===== config.mk =====
export PLATFORM = sky130hd
export DESIGN_NAME = cla_4_bits
export DESIGN_NICKNAME = d
export VERILOG_FILES = /design/src/rtl/cla_4_bits.sv
export SDC_FILE = /design/constraint.sdc
export NUM_CORES = 1
export LEC_CHECK = 0
export BUFFER_PORTS_ARGS = -buffer_cell sky130_fd_sc_hd__buf_2
export CAP_MARGIN = 20
export CORE_AREA = 4 4 41 43
export DETAILED_ROUTE_END_ITERATION = 10
export DIE_AREA = 0 0 45 47
export PLACE_DENSITY = 0.41
export REMOVE_ABC_BUFFERS = 1
export SLEW_MARGIN = 30
export SYNTH_ARGS = -nofsm -noshare
export SYNTH_HDL_FRONTEND = slang
export SYNTH_SLANG_ARGS = --single-unit

===== constraint.sdc =====
create_clock -name vclk -period 1.2
set_input_delay 0.06 -clock vclk [all_inputs]
set_output_delay 0.06 -clock vclk [all_outputs]
set_load 0.01 [all_outputs]

===== src/rtl/cla_4_bits.sv =====
`default_nettype none
// ============================================================================
// Module   : cla_4_bits
// Purpose  : 4-bit carry-lookahead adder. {Cout,Sum} = A + B + Cin, with every
//            carry formed as a flat two-level sum-of-products (no ripple path).
//            Exports group propagate/generate so a second-level lookahead unit
//            can be cascaded, and a signed-overflow flag.
// Ports    : clk    in  1  clock (used only with CLA_OUT_REG_EN)
//            rst_n  in  1  synchronous active-low reset (CLA_OUT_REG_EN only)
//            A      in  4  operand A
//            B      in  4  operand B
//            Cin    in  1  carry in
//            Sum    out 4  (A + B + Cin) mod 16
//            Cout   out 1  carry out of bit 3
//            Pg     out 1  group propagate
//            Gg     out 1  group generate
//            Ovf    out 1  signed overflow (c4 ^ c3)
// Config   : CLA_OUT_REG_EN - when defined, all five outputs are registered
//            (one cycle latency, reset clears them). Undefined: combinational.
// Revision : 1.0 - initial release
// ============================================================================
module cla_4_bits (
  input  logic       clk,
  input  logic       rst_n,
  input  logic [3:0] A,
  input  logic [3:0] B,
  input  logic       Cin,
  output logic [3:0] Sum,
  output logic       Cout,
  output logic       Pg,
  output logic       Gg,
  output logic       Ovf
);

  logic [3:0] w_p;
  logic [3:0] w_g;
  logic [4:0] w_c;
  logic [3:0] w_sum;
  logic       w_pg;
  logic       w_gg;
  logic       w_ovf;

  // Per-bit propagate / generate terms
  generate
    for (genvar i = 0; i < 4; i++) begin : g_bit
      assign w_p[i] = A[i] ^ B[i];
      assign w_g[i] = A[i] & B[i];
    end
  endgenerate

  // Each carry is expanded directly in terms of p, g and Cin so that every
  // carry is two gate levels deep instead of depending on the previous one.
  assign w_c[0] = Cin;
  assign w_c[1] = w_g[0]
                | (w_p[0] & Cin);
  assign w_c[2] = w_g[1]
                | (w_p[1] & w_g[0])
                | (w_p[1] & w_p[0] & Cin);
  assign w_c[3] = w_g[2]
                | (w_p[2] & w_g[1])
                | (w_p[2] & w_p[1] & w_g[0])
                | (w_p[2] & w_p[1] & w_p[0] & Cin);
  assign w_c[4] = w_g[3]
                | (w_p[3] & w_g[2])
                | (w_p[3] & w_p[2] & w_g[1])
                | (w_p[3] & w_p[2] & w_p[1] & w_g[0])
                | (w_p[3] & w_p[2] & w_p[1] & w_p[0] & Cin);

  assign w_sum = w_p ^ w_c[3:0];

  // Group terms exclude Cin so an upper-level unit can form c4 = Gg | Pg&Cin
  assign w_pg  = &w_p;
  assign w_gg  = w_g[3]
               | (w_p[3] & w_g[2])
               | (w_p[3] & w_p[2] & w_g[1])
               | (w_p[3] & w_p[2] & w_p[1] & w_g[0]);

  // Carry into and out of the sign bit disagree exactly on signed overflow
  assign w_ovf = w_c[4] ^ w_c[3];

`ifdef CLA_OUT_REG_EN
  logic [3:0] r_sum;
  logic       r_cout;
  logic       r_pg;
  logic       r_gg;
  logic       r_ovf;

  always_ff @(posedge clk) begin
    if (!rst_n) begin
      r_sum  <= 4'd0;
      r_cout <= 1'b0;
      r_pg   <= 1'b0;
      r_gg   <= 1'b0;
      r_ovf  <= 1'b0;
    end else begin
      r_sum  <= w_sum;
      r_cout <= w_c[4];
      r_pg   <= w_pg;
      r_gg   <= w_gg;
      r_ovf  <= w_ovf;
    end
  end

  assign Sum  = r_sum;
  assign Cout = r_cout;
  assign Pg   = r_pg;
  assign Gg   = r_gg;
  assign Ovf  = r_ovf;
`else
  // clk and rst_n exist only to keep the port list identical across builds
  logic w_unused_ctrl;
  assign w_unused_ctrl = clk ^ rst_n;

  assign Sum  = w_sum;
  assign Cout = w_c[4];
  assign Pg   = w_pg;
  assign Gg   = w_gg;
  assign Ovf  = w_ovf;
`endif

endmodule
`default_nettype wire


==> run summary <==
FMAX: 0.857 GHz
Crit path time final: 1.17 ns
Antenna Nets Post-Route: 0
Die Width: 45 microns
Slew Limit Headroom: 84.5%
Slew @ Worst Pin: 0.231 ns
Die height: 47 microns
Post-CTS Setup Inserts: 0
Most frequent cells in the layout: buf_2 (15), buf_4 (8), nor2_1 (5)
Initial Util: 16.7%
Die Area: 2120 sq um
Comb power frac: 100.0%
PwrDens: 577 nW/um^2
Largest family of logic cells by synthesized area: adder cells
Synth Area in XOR/XNOR: 12.1%
Via/cell ratio: 4.26
Largest net degree at the start of global routing: 5
CP max stage delay: 0.28 ns
Crit-path cells: buf_6 > ha_4 > buf_6 > nand3_4 > o221ai_2 > xnor2_1 > o21ai_1 > buf_2
Syn Inst Count: 29
PortBufs: 17
Startpoint Class: input pin
Hold Path Sink: Sum[0]
Sw Share: 46.3%
Post-Synth Simple-Gate Area: 24.1%
Clock buffer cells: 0
CTS Hold Bufs: 0
Reg area: 0 sq um
Layout cell share with drive strength beyond 1: 65.5%
Hold path cells: 3
Post-synthesis sequential area ratio: 0%
Mean area per synthesized cell: 7.51 sq um
Slew Limit Fails: 0
Setup_tns: 0 ns
Crit path max fanout: 4
Vias: 298
Layout Nets: 73
Psw: 0.128 mW
DR WL/cell: 9.64 microns
Cell mode on critical path: buf_6
Pleak: 0.210 nW
Final Hold Viols: 0
Vias in the first global route: 298
Most common cell after layout, fill and taps aside: buf_2
Total track usage: 7.40%
Core ar.: 1300 sq um
FP Rows: 13
Post-synthesis cell area: 218 sq um
Maxcap violations: 0
Endpoints failing setup: 0
Endpoint class of the critical path: primary output
Post-DP HPWL: 549 microns
Ant diodes: 0
Starting DRT DRC Count: 3
Clock share of power: 0%
IO Count: 19
RSZ-0062 raised after global routing: true
Num sequential: 0
Total power: 0.277 mW
Hold WC Path Type: input pin to primary output
WS Path Type: input pin to primary output
Worst VDD drop: 0.245 mV
First-pass GRT wire length: 1.24 mm
Register share of total power: 0%
CP arrival: 1.11 ns
Netlist cell types: 18
Top cell type by total area after synthesis: ha_1
Total gr overflow: 0
Status: completed
Slowest CP cell: ha_4
Mux share of post-synthesis cell area: 0%
Post-Synth Adder-Cell Area: 32.2%
Area Overhead vs Synth: 120%
HP Start: Cin
Post-synth top area share: 23.0%
Initial antenna violation count: 0
Synth area leaders: ha_1 (23%), fa_1 (9.2%), nor2_1 (8.6%), xnor2_1 (8.0%), o221ai_2 (6.9%)
1st-pass router iterations: 4
Warnings from Yosys: 0
Complex-gate fraction of the synthesized area: 28.2%
DRC: 0
Crit share post-route: 97.3%
DRT Wirelength: 675 microns
Cell-internal power: 0.149 mW
Routability congestion estimate: 0.617
Worst endpoint required time: 1.14 ns
==> layer usage <==
| metal | vias to the layer above | GRT usage [%] | routed length, microns |
|---|---|---|---|
| li1 | 155 | - | - |
| met1 | 129 | 12.4 | 293 |
| met2 | 14 | 10.2 | 296 |
| met3 | 0 | 1.15 | 86 |
| met4 | 0 | 0 | 0 |
| met5 | - | 0 | 0 |
==> through the flow <==
stage	cell area [sq um]	setup WS (ns)	hold WS, ns	std cells	utilization [%]
detailed placement	389	-0.0938	0.493	70	29.9
CTS	455	0.00258	0.494	70	35.0
global route	479	-0.0549	0.535	70	36.8
finish	479	0.0328	0.490	70	36.8
global placement	389	-0.0903	0.510	70	29.9
floorplan	218	0.0780	0.306	29	-
==> kinds of logic (layout without fill, tap and decap cells) <==
| group | count (synthesis) | count (layout) |
|---|---|---|
| fa+ha+maj | 5 | 5 |
| buf+inv | 2 | 28 |
| simple gates | 11 | 11 |
| xor+xnor | 3 | 3 |
| compound gates | 8 | 8 |
==> timing repair <==
action / CTS / global route
hold endpoints to repair: 0 / 0
resized for setup: 8 / 4
setup endpoints to repair: 4 / 3
pin swaps: 3 / 7
==> synth_stat cells, drive strengths merged <==
cell type	count
nor2	5
ha	4
nand2	4
a21oi	2
inv	2
o21ai	2
xnor2	2
a211oi	1
fa	1
nand2b	1
nand3	1
o211ai	1
o21bai	1
o221ai	1
xor2	1
==> layout make-up <==
cell class | instances | area (sq um)
timing repair buffer | 26 | 169
multi-input combinational | 27 | 284
inverter | 2 | 7.51
fill | 151 | 822
tap | 15 | 18.8
==> power groups by stage <==
stage / clock (mW) / sequential (mW) / combinational, mW
floorplan: 0 / 0 / 0.122
global placement: 0 / 0 / 0.229
detailed placement: 0 / 0 / 0.228
CTS: 0 / 0 / 0.266
global route: 0 / 0 / 0.311
finish: 0 / 0 / 0.277
==> worst max-delay path: cells and delay by family <==
| kind | cells | cell delay, ns |
|---|---|---|
| buffers and inverters | 3 | 0.32 |
| xor gates and xnor gates | 1 | 0.14 |
| and+or+nand+nor | 1 | 0.06 |
| AOI/OAI and AO/OA | 2 | 0.24 |
| adders and majority gates | 1 | 0.28 |
==> how the worst max path moves through the flow <==
| stage | to | startpoint | slack, ns |
|---|---|---|---|
| finish | Ovf | A[1] | 0.03 |
| global route | Ovf | A[1] | -0.05 |
| detailed placement | Ovf | A[1] | -0.09 |
| floorplan | Ovf | A[1] | 0.08 |
| CTS | Ovf | B[1] | 0.003 |
| global placement | Ovf | A[1] | -0.09 |
Note: power is estimated with default switching activity, not from simulation.
